--- config.mk ---
export PLATFORM = sky130hd
export DESIGN_NAME = uart_byte_tx
export DESIGN_NICKNAME = d
export VERILOG_FILES = /design/src/rtl/uart_pkg.sv /design/src/rtl/uart_baud_tick.sv /design/src/rtl/uart_byte_tx.sv
export SDC_FILE = /design/constraint.sdc
export NUM_CORES = 1
export LEC_CHECK = 0
export ABC_AREA = 1
export CAP_MARGIN = 15
export CORE_MARGIN = 3
export CORE_UTILIZATION = 63
export CTS_BUF_LIST = sky130_fd_sc_hd__clkbuf_4
export DETAILED_ROUTE_END_ITERATION = 7
export PLACE_DENSITY = 0.95
export SLEW_MARGIN = 25
export SYNTH_ARGS = -nofsm -noshare
export SYNTH_HDL_FRONTEND = slang
export SYNTH_SLANG_ARGS = --single-unit
--- constraint.sdc ---
create_clock -name clk -period 2.2 [get_ports clk]
set_input_delay 0.66 -clock clk [delete_from_list [all_inputs] [get_ports clk]]
set_output_delay 0.66 -clock clk [all_outputs]
set_load 0.05 [all_outputs]
--- src/rtl/uart_pkg.sv ---
// Shared UART definitions: transmitter state encoding, default line rates and
// the bit-period helpers shared with the receive side.
package uart_pkg;

  localparam int unsigned DefaultClkFreq = 50_000_000;
  localparam int unsigned DefaultBaud    = 115_200;

  typedef enum logic [2:0] {
    StIdle,
    StStart,
    StData,
    StParity,
    StStop,
    StDone
  } tx_state_e;

  // Clocks per bit; integer truncation is the only timing error on the line.
  function automatic int unsigned calc_div(input int unsigned clk_freq,
                                           input int unsigned baud);
    return clk_freq / baud;
  endfunction

  function automatic int unsigned cnt_width(input int unsigned div);
    return (div < 2) ? 1 : $clog2(div);
  endfunction

endpackage

--- src/rtl/uart_baud_tick.sv ---
// Bit-period divider: counts 0..DIV-1 while enabled and flags the last count of each bit.
module uart_baud_tick
  import uart_pkg::*;
#(
  parameter int unsigned DIV = 10
) (
  input  logic clk,
  input  logic rst,
  input  logic clr,
  input  logic en,
  output logic tick
);

  localparam int unsigned     CntW   = cnt_width(DIV);
  localparam logic [CntW-1:0] CntMax = CntW'(DIV - 1);

  logic [CntW-1:0] cnt;

  always_ff @(posedge clk) begin
    if (!rst) begin
      cnt <= '0;
    end else if (clr) begin
      cnt <= '0;
    end else if (en) begin
      cnt <= (cnt == CntMax) ? '0 : cnt + 1'b1;
    end
  end

  assign tick = en && (cnt == CntMax);

endmodule

--- src/rtl/uart_byte_tx.sv ---
// Byte-at-a-time UART transmitter: start bit, 8 data bits LSB first, optional
// parity, 1 or 2 stop bits, then a one-cycle is_done pulse back to the sequencer.
module uart_byte_tx
  import uart_pkg::*;
#(
  parameter int unsigned CLK_FREQ   = DefaultClkFreq,
  parameter int unsigned BAUD       = DefaultBaud,
  parameter int unsigned PARITY_EN  = 0,
  parameter int unsigned PARITY_ODD = 0,
  parameter int unsigned STOP_BITS  = 1
) (
  input  logic       clk,
  input  logic       rst,
  input  logic [7:0] uart_data,
  input  logic       is_send,
  output logic       is_done,
  output logic       uart_tx,
  output logic       busy
);

  localparam int unsigned DIV      = calc_div(CLK_FREQ, BAUD);
  localparam logic [2:0]  LastStop = 3'(STOP_BITS - 1);

  if (DIV < 2) begin : g_div_check
    $error("uart_byte_tx: CLK_FREQ/BAUD must be at least 2");
  end
  if (STOP_BITS != 1 && STOP_BITS != 2) begin : g_stop_check
    $error("uart_byte_tx: STOP_BITS must be 1 or 2");
  end

  tx_state_e  state;
  logic [2:0] bit_idx;
  logic [7:0] shift;
  logic       parity_bit;
  logic       tick;
  logic       start;

  assign start = (state == StIdle) && is_send;

  uart_baud_tick #(
    .DIV(DIV)
  ) u_baud_tick (
    .clk (clk),
    .rst (rst),
    .clr (start),
    .en  (state != StIdle),
    .tick(tick)
  );

  // Outputs are assigned alongside each state change so the line level,
  // busy and is_done always line up with the state they describe.
  always_ff @(posedge clk) begin
    if (!rst) begin
      state      <= StIdle;
      bit_idx    <= '0;
      shift      <= '0;
      parity_bit <= 1'b0;
      uart_tx    <= 1'b1;
      is_done    <= 1'b0;
      busy       <= 1'b0;
    end else begin
      is_done <= 1'b0;
      unique case (state)
        StIdle: begin
          uart_tx <= 1'b1;
          busy    <= 1'b0;
          if (is_send) begin
            shift      <= uart_data;
            parity_bit <= (^uart_data) ^ (PARITY_ODD != 0);
            bit_idx    <= '0;
            state      <= StStart;
            uart_tx    <= 1'b0;
            busy       <= 1'b1;
          end
        end
        StStart: begin
          if (tick) begin
            state   <= StData;
            uart_tx <= shift[0];
          end
        end
        StData: begin
          if (tick) begin
            if (bit_idx == 3'd7) begin
              bit_idx <= '0;
              if (PARITY_EN != 0) begin
                state   <= StParity;
                uart_tx <= parity_bit;
              end else begin
                state   <= StStop;
                uart_tx <= 1'b1;
              end
            end else begin
              bit_idx <= bit_idx + 3'd1;
              shift   <= shift >> 1;
              uart_tx <= shift[1];
            end
          end
        end
        StParity: begin
          if (tick) begin
            state   <= StStop;
            uart_tx <= 1'b1;
          end
        end
        StStop: begin
          // bit_idx is reused to count stop-bit periods.
          if (tick) begin
            if (bit_idx == LastStop) begin
              bit_idx <= '0;
              state   <= StDone;
              is_done <= 1'b1;
            end else begin
              bit_idx <= bit_idx + 3'd1;
            end
          end
        end
        StDone: begin
          state   <= StIdle;
          busy    <= 1'b0;
          uart_tx <= 1'b1;
        end
        default: begin
          state <= StIdle;
        end
      endcase
    end
  end

endmodule

==> metrics.md <==
| Metric | Value |
|---|---|
| Via density | `roughly 5.3` |
| Post-DP HPWL | `2290 um` |
| Setup Buffers After CTS | `0` |
| Antenna-violating nets left | `0` |
| RSZ-0062 raised after global routing | `false` |
| Max_slew headroom | `about two thirds` |
| GRT Overall Usage | `between 20% and 30%` |
| Die ar. | `about 3000 sq um` |
| CTS H-tree lvls | `1` |
| Row count | `17` |
| IR drop worst, VDD | `0.000848 V` |
| First-pass GRT wire length | `between 5000 and 6000 um` |
| Fin area | `1710 sq um` |
| CP top delay family | `buffers and inverters` |
| Largest net degree at the start of global routing | `14` |
| RePlAce Congestion | `~0.87` |
| CTS tree | `built` |
| Wire length on met2 | `approximately 1500 um` |
| Final net count | `264` |
| Startpoint types | `flip-flop` |
| Clk root buf | `clkbuf_4` |
| Worst Path Max Fanout | `1` |
| Initial antenna violation count | `0` |
| Post-CTS Hold Fix Bufs | `0` |
| Worst Path Buf+Inv | `1` |
| Final setup violating endpoints | `0` |
| DR iter-0 viols | `between 40 and 50` |
| Drt pass-1 iters | `4` |
| Die Ht | `between 50 and 60 um` |
| Final Skew | `between 0.006 and 0.007 ns` |
| Maximum clock rate | `~0.47 GHz` |
| Clock Tree Buf Depth | `2` |
| Hold path depth | `2` |
| Wl on met1 | `between 1000 and 1500 um` |
| Syn avg cell area | `~6.6 sq um` |
| WL final | `2980 um` |
| Layout cells sized above 1 | `a little over a tenth` |
| Number of global-route vias before repair | `~1300` |
| Period minus WS final | `approximately 2.1 ns` |
| Max_cap viols | `0` |
| # IOs | `14` |
| GR Overflow Total | `0` |
| Setup total negative slack | `0 ns` |
| Antenna cell count | `0` |
| CP cell instances | `clkdlybuf4s50_1` |
| Leakage | `around 0.76 nW` |
| Metal3 WL | `98 um` |
| # DRC | `0` |
| Synth Cell Area | `approximately 1500 sq um` |
| Outcome | `complete, no violations` |
| Cts bufs inserted | `3` |
| Yosys cell types | `28` |
| Later-pin clock latency in the skew report | `0.33 ns` |
| CP Capture Type | `output port` |
| Area Overhead vs Synth | `11.8%` |
| Placed Area | `around 1700 sq um` |
| Most common cell after layout, fill and taps aside | `nand2_1` |
| Die W | `55.2 um` |
| Clock transition at the registers of the reported paths | `approximately 0.14 ns` |
| R2R depth | `8` |
| WP data required | `about 1.5 ns` |
| Commonest non-fill, non-tap cells in the layout | `68 x nand2_1, 33 x nor2_1, 26 x dfxtp_1, 24 x inv_1, 16 x nand3_1` |
| Vias | `1448` |
| Drt wl/cell | `between 10 and 15 um` |
| CP peak stage delay | `between 0.7 and 0.8 ns` |
| Seq cells post-synth | `26` |
| Ys Warns | `0` |
| CP arrival | `between 1 and 1.5 ns` |
| CP Depth | `1` |
| Starting density of the core | `between 60% and 70%` |
| Mapped Cells | `230` |
| Sequential area share after synthesis | `between 30% and 40%` |
| Slew Limit Fails | `0` |
| Class of the most critical hold timing path | `flip-flop to flip-flop` |
| Worst-Margin Slew | `0.492 ns` |
| Top Metal Used | `met4` |
| Syn_nets | `approximately 250` |
| Pwr per Cell Area | `about 1100 nW/um^2` |
| Sink Count | `26` |
| Period utilisation layout | `between 90 and 100%` |
| CP Class | `flip-flop to output port` |
| Hold Fails Final Rpt | `0` |
| Critical-path top delay cell | `clkdlybuf4s50_1` |
| PortBufs | `13` |
| Cts repair resizes | `0` |
| Core area | `2250 sq um` |
-- stage by stage --
step                      util [%]  power (mW)  hold WS (ns)  std cells  setup slack [ns]
after floorplan                  -        1.53         0.445        230             0.794
after global placement        74.6        1.71         0.452        271             0.282
after detailed placement      74.6        1.74         0.460        271             0.242
after CTS                     75.6        1.94         0.480        274            0.0626
after global routing          75.6        2.12         0.495        274            0.0208
final                         75.6        1.94         0.479        274            0.0671
-- cell families after synthesis --
group	count (synthesis)	share of synthesized area, %
AOI/OAI and AO/OA	25	9.52
xor gates and xnor gates	2	1.15
adders and majority gates	5	4.10
buffers and inverters	32	9.11
DFF	26	34.1
and+or+nand+nor	140	42.0
-- sequential cells by signal, indices dropped and copies added (netlist names) --
register	count
uart_tx	1
busy	1
u_baud_tick.cnt	9
state	3
shift	8
is_done	1
bit_idx	3
-- area by class of cell --
cell class | instances | area [sq um]
clock buffers | 3 | 22.5
fillers | 179 | 549
inverters | 29 | 109
multi-input cells | 172 | 866
flip-flops and latches | 26 | 520
well taps | 28 | 35.0
repair buffers | 16 | 153
-- power breakdown --
| part | leakage, nW | total [mW] | internal [mW] | switching, mW |
|---|---|---|---|---|
| Sequential | 0.213 | 0.701 | 0.601 | 0.0993 |
| Combinational | 0.532 | 1.03 | 0.366 | 0.669 |
| Clock | 0.0138 | 0.204 | 0.0644 | 0.140 |
-- synth_stat cells, drive strengths merged --
| cell type | n | area share (%) |
|---|---|---|
| and2 | 1 | 0.41 |
| ha | 5 | 4.1 |
| buf | 3 | 2.0 |
| nor3b | 1 | 0.49 |
| xor2 | 2 | 1.1 |
| o21ai | 9 | 3.7 |
| nand3 | 18 | 7.1 |
| nor2 | 38 | 11 |
| a211oi | 2 | 0.98 |
| dfxtp | 26 | 34 |
| and3 | 1 | 0.41 |
| nor3 | 3 | 0.98 |
| clkinv | 1 | 0.25 |
| inv | 28 | 6.9 |
| a21oi | 14 | 4.8 |
| nand2 | 73 | 19 |
| nand4 | 5 | 2.1 |
-- layer usage --
layer,up-vias,global-route usage [%]
met5,-,0
met4,0,7.29
met3,5,4.44
met2,21,36.1
met1,660,25.5
li1,762,-
-- worst paths after layout --
path / start / to / slack [ns]
hold reg to reg: shift[5] / shift[5] / 0.48
setup reg to reg: u_baud_tick.cnt[0] / shift[1] / 0.59
setup / recovery: is_done / is_done / 0.07
hold / removal: shift[5] / shift[5] / 0.48
Power figures use the tool's default switching activity.
